### src/rtl/hazard_ctrl.sv
// Hazard/stall controller for the 5-stage pipe: RAW detection, ID-stage forwarding,
// whole-pipe freeze on multi-cycle data-memory accesses, and a saturating stall counter.
module hazard_ctrl #(
    parameter int WAIT_MAX = 64,
    parameter int CNT_W    = 16
) (
    input  logic             clk,
    input  logic             rst,
    input  logic [4:0]       id_rs,
    input  logic [4:0]       id_rt,
    input  logic             id_use_rs,
    input  logic             id_use_rt,
    input  logic             ex_regwe,
    input  logic             ex_cregwa,
    input  logic [1:0]       ex_cregwd,
    input  logic [4:0]       ex_rt,
    input  logic [4:0]       ex_rd,
    input  logic             mem_regwe,
    input  logic             mem_cregwa,
    input  logic [1:0]       mem_cregwd,
    input  logic [4:0]       mem_rt,
    input  logic [4:0]       mem_rd,
    input  logic             mem_access,
    input  logic             dmem_ready,
    input  logic             wb_regwe,
    input  logic             wb_cregwa,
    input  logic [4:0]       wb_rt,
    input  logic [4:0]       wb_rd,
    input  logic             branch_taken,
    output logic             pause_pc,
    output logic             pause_fi_id,
    output logic             bubble_id_ex,
    output logic             pause_ex_mem,
    output logic             pause_mem_wb,
    output logic             flush_fi_id,
    output logic [1:0]       fwd_a,
    output logic [1:0]       fwd_b,
    output logic             mem_timeout,
    output logic [CNT_W-1:0] stall_cnt
);
    localparam int WC_W = $clog2(WAIT_MAX + 1);
    localparam logic [WC_W-1:0] WAIT_LAST = WC_W'(WAIT_MAX - 1);

    typedef enum logic {RUN, MEM_WAIT} state_t;

    state_t            state_q, state_d;
    logic [WC_W-1:0]   wait_cnt_q, wait_cnt_d;
    logic              timeout_q, timeout_d;
    logic [CNT_W-1:0]  stall_cnt_q, stall_cnt_d;

    function automatic logic writes(input logic regwe, input logic cregwa,
                                    input logic [4:0] rt, input logic [4:0] rd,
                                    input logic [4:0] r);
        return regwe && (r != 5'd0) && ((cregwa ? rd : rt) == r);
    endfunction

    function automatic logic [1:0] fwd_sel(input logic dep_mem, input logic mem_is_load,
                                           input logic dep_wb);
        if (dep_mem && !mem_is_load) return 2'd1;
        else if (dep_wb)             return 2'd2;
        else                         return 2'd0;
    endfunction

    logic dep_ex_rs, dep_ex_rt, dep_mem_rs, dep_mem_rt, dep_wb_rs, dep_wb_rt;
    logic mem_is_load, mw, ds;

    assign dep_ex_rs  = id_use_rs && writes(ex_regwe,  ex_cregwa,  ex_rt,  ex_rd,  id_rs);
    assign dep_ex_rt  = id_use_rt && writes(ex_regwe,  ex_cregwa,  ex_rt,  ex_rd,  id_rt);
    assign dep_mem_rs = id_use_rs && writes(mem_regwe, mem_cregwa, mem_rt, mem_rd, id_rs);
    assign dep_mem_rt = id_use_rt && writes(mem_regwe, mem_cregwa, mem_rt, mem_rd, id_rt);
    assign dep_wb_rs  = id_use_rs && writes(wb_regwe,  wb_cregwa,  wb_rt,  wb_rd,  id_rs);
    assign dep_wb_rt  = id_use_rt && writes(wb_regwe,  wb_cregwa,  wb_rt,  wb_rd,  id_rt);

    assign mem_is_load = (mem_cregwd == 2'd1);

    // An ALU producer in EX stalls once; a load stalls in EX and again from MEM.
    assign mw = (state_q == MEM_WAIT) || (mem_access && !dmem_ready);
    assign ds = dep_ex_rs || dep_ex_rt || (mem_is_load && (dep_mem_rs || dep_mem_rt));

    assign pause_pc     = mw || ds;
    assign pause_fi_id  = mw || ds;
    assign bubble_id_ex = !mw && ds;
    assign pause_ex_mem = mw;
    assign pause_mem_wb = mw;
    assign flush_fi_id  = branch_taken && !mw && !ds;
    assign fwd_a        = fwd_sel(dep_mem_rs, mem_is_load, dep_wb_rs);
    assign fwd_b        = fwd_sel(dep_mem_rt, mem_is_load, dep_wb_rt);
    assign mem_timeout  = timeout_q;
    assign stall_cnt    = stall_cnt_q;

    always_comb begin
        state_d    = state_q;
        wait_cnt_d = wait_cnt_q;
        timeout_d  = timeout_q;
        case (state_q)
            RUN: begin
                if (mem_access && !dmem_ready) begin
                    state_d    = MEM_WAIT;
                    wait_cnt_d = WC_W'(1);
                end
            end
            MEM_WAIT: begin
                if (dmem_ready) begin
                    state_d    = RUN;
                    wait_cnt_d = '0;
                end else if (wait_cnt_q >= WAIT_LAST) begin
                    // Give up on the access; it proceeds with whatever data is on the bus.
                    timeout_d  = 1'b1;
                    state_d    = RUN;
                    wait_cnt_d = '0;
                end else begin
                    wait_cnt_d = wait_cnt_q + 1'b1;
                end
            end
            default: state_d = RUN;
        endcase
        stall_cnt_d = (pause_fi_id && (stall_cnt_q != '1)) ? stall_cnt_q + 1'b1 : stall_cnt_q;
    end

    always_ff @(posedge clk or negedge rst) begin
        if (!rst) begin
            state_q     <= RUN;
            wait_cnt_q  <= '0;
            timeout_q   <= 1'b0;
            stall_cnt_q <= '0;
        end else begin
            state_q     <= state_d;
            wait_cnt_q  <= wait_cnt_d;
            timeout_q   <= timeout_d;
            stall_cnt_q <= stall_cnt_d;
        end
    end
endmodule

### config.mk
export PLATFORM = sky130hd
export DESIGN_NAME = hazard_ctrl
export DESIGN_NICKNAME = d
export VERILOG_FILES = /design/src/rtl/hazard_ctrl.sv
export SDC_FILE = /design/constraint.sdc
export NUM_CORES = 1
export LEC_CHECK = 0
export CAP_MARGIN = 0
export CELL_PAD_IN_SITES_DETAIL_PLACEMENT = 1
export CELL_PAD_IN_SITES_GLOBAL_PLACEMENT = 2
export CORE_MARGIN = 2
export CORE_UTILIZATION = 23
export DETAILED_ROUTE_END_ITERATION = 6
export GPL_ROUTABILITY_DRIVEN = 0
export PLACE_DENSITY_LB_ADDON = 0.1
export SETUP_SLACK_MARGIN = 0.02
export SLEW_MARGIN = 20
export SYNTH_ARGS = -nofsm -noshare
export SYNTH_HDL_FRONTEND = slang
export SYNTH_SLANG_ARGS = --single-unit
### constraint.sdc
create_clock -name clk -period 2.6 [get_ports clk]
set_input_delay 0.39 -clock clk [delete_from_list [all_inputs] [get_ports clk]]
set_output_delay 0.39 -clock clk [all_outputs]
set_load 0.02 [all_outputs]
======== Word-level counts from Yosys, hierarchy flattened ========
Index checks and enable logic that the tools add are counted.
word-level totals
  word-level logic and storage cells ...... 71
  output and inout bits ................... 27
  input bits .............................. 57
  bits in registers ....................... 25
cells by class
  bitwise operators ....................... 2
  magnitude comparators ................... 1
  add/sub/neg operators ................... 2
  equality and inequality tests ........... 9
  muxes and demuxes ....................... 15
  reduce and logical (&&, ||, !) cells .... 38
operators by type and width
  cell                                                                count
  == test 5 bit                                                       6
  logical AND 1 bit                                                   26
  2-to-1 mux 7 bit                                                    3
  adder 16 x 1 -> 16 bit (second input constant)                      1
  != test 16 bit (second input constant)                              1
  2-to-1 mux 5 bit                                                    3
  one-hot mux 7 bit (2 select lines)                                  1
  nonzero test 5 bit                                                  2
  2-to-1 mux 2 bit                                                    4
  adder 7 x 1 -> 7 bit (second input constant)                        1
  greater-or-equal comparator 7 x 6 -> 1 bit (second input constant)  1
  logical OR 1 bit                                                    5
  logical NOT 1 bit                                                   4
  2-to-1 mux 1 bit                                                    3
  AND reduction 3 bit                                                 1
  == test 2 x 1 -> 1 bit (second input constant)                      1
  != test 2 bit (second input constant)                               1
  inverter 1 bit                                                      2
  one-hot mux 1 bit (2 select lines)                                  1

======== Longest topological paths before layout ========
Gate-level depths: netlist (run 1).
  depth after elaboration ................. 9
  mapped depth ............................ 10

======== Least setup slack after synthesis (run 1) ========
Ideal clock, no wire load.
  path kind ............................... in2out
  start ................................... in id_rs[0]
  end ..................................... out pause_pc
  path slack .............................. 256 ps
  cell stages on the path ................. 8
  buffers on the path ..................... 1
  arrival ................................. 1954 ps
  required time ........................... 2210 ps
  path through ............................ or4_1 o21ai_1 nor4_1 nand4_1 nand3_1 nor2_1 inv_1 buf_4
on the way
  cells in the longest elaborated chain, start to end .. 8
  elaborated cells on any way between the ends .. 14
  classes of those cells .................. eq/ne (2); reduce/logical (12)
RTL lines
  item                             line  RTL
  start, declared                  9     input logic [4:0] id_rs,
  nonzero test 5 bit               54    return regwe && (r != 5'd0) && ((cregwa ? rd : rt) == r);
  logical AND 1 bit (2 in series)  54
  logical AND 1 bit                69    assign dep_mem_rs = id_use_rs && writes(mem_regwe, mem_cregwa, mem_rt, mem_rd, id_rs);
  logical OR 1 bit                 78    assign ds = dep_ex_rs || dep_ex_rt || (mem_is_load && (dep_mem_rs || dep_mem_rt));
  logical AND 1 bit                78
  logical OR 1 bit (*)             78
  logical OR 1 bit (*)             -
  end, declared                    30    output logic pause_pc,
Every way passes the cells marked *; elsewhere a longest branch is shown, timed or not.

======== Final worst setup path (run 1) ========
  start ................................... in ex_cregwa
  end ..................................... out bubble_id_ex
on the way
  cells in the longest elaborated chain, start to end .. 7
  elaborated cells on any way between the ends .. 10
  classes of those cells .................. eq/ne (2); mux (1); reduce/logical (7)
RTL lines
  item                                  line    RTL
  start, declared                       14      input logic ex_cregwa,
  2-to-1 mux 5 bit (*)                  54
  == test 5 bit                         54
  logical AND 1 bit                     54
  logical AND 1 bit (on tied branches)  67, 68
  logical OR 1 bit (*) (2 in series)    78
  logical AND 1 bit (*)                 82      assign bubble_id_ex = !mw && ds;
  end, declared                         32      output logic bubble_id_ex,
Marks and branches as above.

==> metrics.txt, run 1 <==
Fin Clk Skew between 0.004 and 0.005 ns; minimum hold slack slightly below 0.5 ns; Max Cap Violations 0; final worst slack between 0.09 and 0.1 ns; crit path kind primary input to output pin; Ports 84; Seq/Total Area, Yosys 0.342; P_int 0.000900 W; area delta synth->final 75.5%; vias in the first global route 2,030; Psw approximately 0.00050 W; standard-cell rows 32; clock power share 0.168; first-pass GRT wire length roughly 9.5 mm; dpl cells ~410; fin. max-slew vios 0; fin nets ~380; 1st-iter DRT viols 17; global-route usage over all layers 0.136; Synth Instances 200; Avg Synthesized Cell Area 9.15 sq um; Pwr Total 0.00140 W; Unique masters post-synth 33; layout cells sized above 1 0.263; Tmin final between 2 and 3 ns; ANT cells 0; Seq pwr share 0.377; clk buf depth 2; Period Utilization, post-route 0.964; TritonCTS clock tree yes; clock sink total 25; Pleak between 1 and 1.5 nW; Chip Width ~93 um; routed wire length between 6 and 7 mm; grt ovf 0; H-Tree Depth 1; pwr/cell area about 440 mW/mm^2; dpl ws -0.713 ns; total CTS buffers 3; via count roughly 1,900; run status completed; Critical Path Start Type primary input; Sw Ratio 0.356; combinational power share 0.455; setup TNS 0 ns; setup violators final 0; clock root cell clkbuf_8; largest net degree at the start of global routing 26; die area between 0.008 and 0.009 sq mm; area of the mapped netlist 0.00183 sq mm; Net Count, Synth between 200 and 300; VDD IR-drop max approximately 180 uV; Initial Util 0.237; Synth Warn # 0; setup repair after global routing missed its margin yes; clock latency on the worst-skew pair between 0.2 and 0.3 ns; IO buf count between 80 and 90; Antenna Nets Post-Route 0; vias per cell 4.48; Finished Layout Cells roughly 420; Yosys reg bits 25; relative slew slack 0.768; initial antenna violation count 0; drt wl/cell between 10 and 15 um; Hold WC Path Type primary input to async pin; DP HPWL between 4 and 5 mm; first-pass iteration count of the detailed router 4; Fmax roughly 400 MHz; CP required approximately 2.2 ns; Core Footprint a little under 0.008 sq mm; worst slew pin tran ~0.34 ns; # DRC 0; Clk pin slew, worst setup/hold paths around 0.090 ns; # fillers between 800 and 900; CP Capture Type output pin; Die Y 93.2 um; CP max FO 4; Fin. Hold Viols 0; Arr. time, crit path roughly 2.1 ns
## final timing paths
check                                          from                        end  slack [ns]  cells past startpoint
min reg2reg                stall_cnt[9]$_DFFE_PN0P_   stall_cnt[9]$_DFFE_PN0P_        0.49                      1
min in group clk           stall_cnt[9]$_DFFE_PN0P_   stall_cnt[9]$_DFFE_PN0P_        0.49                      1
max in group asynchronous                       rst  stall_cnt[13]$_DFFE_PN0P_        1.87                      2
max reg2reg                stall_cnt[3]$_DFFE_PN0P_   stall_cnt[1]$_DFFE_PN0P_        0.56                      7
min                                             rst   stall_cnt[0]$_DFFE_PN0P_        0.48                      2
max                                       ex_cregwa               bubble_id_ex        0.09                     10
## placed cells by master, fill, tap and decap left out, types with 3 or more instances in the layout
master and count:
a21oi_1 4, and3_1 4, buf_2 3, buf_4 37, buf_6 7, clkbuf_2 3, clkbuf_8 3, clkdlybuf4s15_1 3
clkdlybuf4s50_1 52, dfrtp_1 25, dlygate4sd2_1 9, dlymetal6s2s_1 5, inv_1 5, mux2i_1 12, nand2_1 15, nand3_1 8
nand4_1 10, nor2_1 20, nor3_1 3, nor4_2 5, o21ai_0 9, xnor2_1 15, xnor2_2 3, xor2_1 23
## timing repair
item / CTS / global route
endpoints found under the setup margin: 18 / 16
buffers inserted: 4 / 0
pin swaps: 17 / 16
hold buffers: 0 / 0
resized for setup: 70 / 29
## Yosys cell counts, drive strengths merged
cell type	n	area, sq um
and2	1	6.26
xnor2	19	166
o31ai	1	7.51
nor4	6	37.5
nor3	5	35.0
and4	1	8.76
or4	2	15.0
nor4b	1	15.0
xor2	23	201
inv	6	22.5
mux2i	16	185
a22o	2	17.5
mux2	3	33.8
dfrtp	25	626
o21bai	1	7.51
nor2	23	86.3
nor2b	2	12.5
a21boi	1	11.3
a21oi	4	20.0
nand3	8	40.0
o21ai	12	60.1
and3	5	31.3
nand2	15	56.3
ha	2	25.0
nand4	10	62.6
buf	5	36.3
clkbuf	1	3.75
## critical path: stages
cell and delay (ns):
dlygate4sd2_1 0.31, mux2i_2 0.30, xnor2_1 0.13, nor4_2 0.30
nand4_1 0.16, nand2_1 0.12, nor2_2 0.05, buf_4 0.14
nor2_4 0.09, buf_6 0.12
## power by group through the flow
| stage | sequential (W) | clock (W) | combinational [W] |
|---|---|---|---|
| after floorplan | 0.000583 | 0 | 0.000223 |
| final | 0.000528 | 0.000235 | 0.000636 |
| after global routing | 0.000542 | 0.000261 | 0.000686 |
| after CTS | 0.000530 | 0.000246 | 0.000626 |
| after detailed placement | 0.000536 | 0 | 0.000613 |
| after global placement | 0.000537 | 0 | 0.000607 |
## flip-flops by register name (all words and copies together) (netlist names)
name / flops
mem_timeout: 1
stall_cnt: 16
state_q: 1
wait_cnt_q: 7
## cells by family after synthesis
logic type               Yosys count  synth area share
flip-flops                        25             0.342
buffers and inverters             12            0.0342
AO/OA/AOI/OAI                     21            0.0677
adder cells (fa/ha/maj)            2            0.0137
multiplexers                      19             0.120
XOR/XNOR                          42             0.201
AND/OR/NAND/NOR                   79             0.222
## routing by layer
layer,share of wire,track usage,vias to the layer above
met3,0.042,0.0226,5
met4,0.010,0.0368,0
met5,0,0,-
met2,0.53,0.270,53
met1,0.41,0.148,897
li1,-,-,932
## layout make-up
type                            instances  area [sq um]  area share
Timing Repair Buffer                  121          1110       0.346
Multi-Input combinational cell        163          1280       0.399
Sequential cell                        25           626       0.195
Tap cell                              102           128      0.0397
Clock buffer                            3          41.3      0.0129
Clock inverter                          1          5.00     0.00156
Inverter                                6          22.5     0.00701
## metrics by stage
stage                util  area, sq um
global route        0.416         3210
floorplan               -         1830
global placement    0.391         3020
CTS                 0.406         3140
detailed placement  0.391         3020
finish              0.416         3210
Note: power is estimated with default switching activity, not from simulation.
==> run 2: changes to the inputs <==
--- a/config.mk
+++ b/config.mk
@@ -14,7 +14,6 @@
 export GPL_ROUTABILITY_DRIVEN = 0
 export PLACE_DENSITY_LB_ADDON = 0.1
 export SETUP_SLACK_MARGIN = 0.02
-export SLEW_MARGIN = 20
 export SYNTH_ARGS = -nofsm -noshare
 export SYNTH_HDL_FRONTEND = slang
 export SYNTH_SLANG_ARGS = --single-unit
==> results of run 2 <==
No change in the layout: final DEF, timing and power equal those of run 1.
==> run 3: changes to the inputs <==
==> constraint.sdc (replaced) <==
create_clock -name clk -period 2.85 [get_ports clk]
set_input_delay 0.4275 -clock clk [delete_from_list [all_inputs] [get_ports clk]]
set_output_delay 0.4275 -clock clk [all_outputs]
set_load 0.02 [all_outputs]
==> metrics.txt, run 3 (synthesis gave the netlist of run 1 again) <==
setup TNS 0 ns (unchanged); worst min-delay path startpoint wait_cnt_q[6]$_DFFE_PN0P_; first-pass iteration count of the detailed router 2 (-2); Placement Cell Area 0.00302 sq mm (unchanged); setup repair after global routing missed its margin no; IO buf count 81 (unchanged); total CTS buffers 3 (unchanged); fin nets 379 (unchanged); CP Capture Type output pin; largest net degree at the start of global routing 26 (unchanged); clock latency on the worst-skew pair 0.27 ns (about the same); CP bufs+invs 4 (+1); routed wire length 5.78 mm (-3.8%); wire length on met3 223 um (-13%); relative slew slack 0.772 (+0.00375); Ports 84 (unchanged); worst r2r src stall_cnt[7]$_DFFE_PN0P_; Fin Clk Skew 0.00446 ns (+0.000161 ns); Max Cap Violations 0 (unchanged); Initial Util 0.237 (unchanged); CP top delay family buffers and inverters; Period Utilization, post-route 0.952; Core Footprint 0.00773 sq mm (unchanged); die area 0.00869 sq mm (unchanged); fin. max-slew vios 0 (unchanged); initial antenna violation count 0 (unchanged); via count 1,846 (-2.2%); Hold WC Path Type register to register; largest stage delay on the critical path 0.48 ns (+0.17 ns); Fin. Hold Viols 0 (unchanged); slowest cell on the critical path clkdlybuf4s50_1; VDD IR-drop max 169 uV (-6.8%); pwr/cell area 400 mW/mm^2 (-8.1%); # DRC 0 (unchanged); Chip Width 93.2 um (unchanged); Max Used Layer met4; Pleak 1.44 nW (-2.4%); vias per cell 4.38 (-2.2%); DP HPWL 4.87 mm (-2.1%); vias in the first global route 2,046 (+0.79%); commonest non-fill, non-tap cell in the layout clkdlybuf4s50_1; CP Cell Sequence clkdlybuf4s50_1, or4_1, o21ai_1, buf_4, nor4_1, nand4_1, buf_4, nor2_1, nor2_1, clkdlybuf4s15_2; met1 wire length 2.39 mm (-3.9%); CP max FO 3 (-1); run status completed; Antenna Nets Post-Route 0 (unchanged); worst slew pin tran 0.333 ns (-0.00547 ns); CP required 2.42 ns (+0.21 ns); fin area 0.00315 sq mm (-1.8%); grt ovf 0 (unchanged); global-route usage over all layers 0.137 (+0.000371); max FFs per register 16 (unchanged); Fmax ~370 MHz; H-Tree Depth 1 (unchanged); standard-cell rows 32 (unchanged); 1st-iter DRT viols 26 (+9); Clk pin slew, worst setup/hold paths 0.09 ns (about the same); Critical Path Start Type primary input; drt wl/cell 13.7 um (-3.8%); Tmin final roughly 2.7 ns; Die Y 93.2 um (unchanged); met2 WL 3.12 mm (-2.6%); crit path kind primary input to output pin; clock root cell clkbuf_8; area delta synth->final 72.2%; Arr. time, crit path 2.29 ns (+0.17 ns); TritonCTS clock tree yes; clock sink total 25 (unchanged); layout cells sized above 1 0.219 (-0.0439); first-pass GRT wire length 9.54 mm (+0.43%); commonest cells after routing, fill and taps aside clkdlybuf4s50_1 (64), buf_4 (38), dfrtp_1 (25); setup violators final 0 (unchanged); ANT cells 0 (unchanged); clk buf depth 2 (unchanged); Worst Setup SP id_rs[0]
run 3: cell types whose count changed in the layout (fill, tap and decap cells not counted), moves of 3 or more:
cell	delta
dlygate4sd2_1	-7
xnor2_2	-3
clkdlybuf4s50_1	+12
clkdlybuf4s15_1	-3
xnor2_1	+4
buf_6	-3
run 3: timing repair:
| item | in CTS | in global routing |
|---|---|---|
| endpoints found under the setup margin | 8 | 15 |
| setup buffers | 1 | 2 |
| pin swaps | 10 | 11 |
| hold buffers | 0 | 0 |
| gates resized for setup | 42 | 13 |
run 3: per-stage QoR:
step                      instances   util  setup WS, ns  power (W)  hold WS [ns]
after detailed placement        414  0.391        -0.517    0.00105         0.471
final                           421  0.408         0.136    0.00126         0.494
after global routing            421  0.408        0.0322    0.00135         0.514
after global placement          414  0.391        -0.498    0.00104         0.460
after floorplan                 200      -         0.431   0.000735         0.132
after CTS                       419  0.401       0.00743    0.00128         0.497
run 3: path summary, 6_finish.rpt:
| path | endpoint | slack [ns] | cells after the start |
|---|---|---|---|
| worst max-delay path | fwd_a[1] | 0.14 | 10 |
| worst min-delay path | wait_cnt_q[6]$_DFFE_PN0P_ | 0.49 | 1 |
| worst max register to register | stall_cnt[1]$_DFFE_PN0P_ | 0.87 | 7 |
| worst min register to register | wait_cnt_q[6]$_DFFE_PN0P_ | 0.49 | 1 |
| max in group asynchronous | stall_cnt[13]$_DFFE_PN0P_ | 2.08 | 2 |
| min in group asynchronous | stall_cnt[2]$_DFFE_PN0P_ | 0.52 | 2 |
run 3: layout make-up:
type / instances / area [sq um]
Clock buffer: 3 / 41.3
Clock inverter: 1 / 5.00
Inverter: 6 / 22.5
Tap cell: 102 / 128
Multi-Input combinational cell: 163 / 1190
Fill cell: 904 / 4570
Sequential cell: 25 / 626
Timing Repair Buffer: 121 / 1140
run 3: report_power, final:
| part | internal [W] | leakage [nW] | switching (W) |
|---|---|---|---|
| Sequential | 0.000410 | 0.328 | 0.0000726 |
| Clock | 0.0000979 | 0.0255 | 0.000117 |
| Combinational | 0.000311 | 1.09 | 0.000253 |
run 3: metal layers:
| layer | global-route usage | vias up |
|---|---|---|
| met5 | 0 | - |
| met4 | 0.0368 | 0 |
| met3 | 0.0201 | 2 |
| met2 | 0.263 | 52 |
| met1 | 0.157 | 858 |
| li1 | - | 934 |
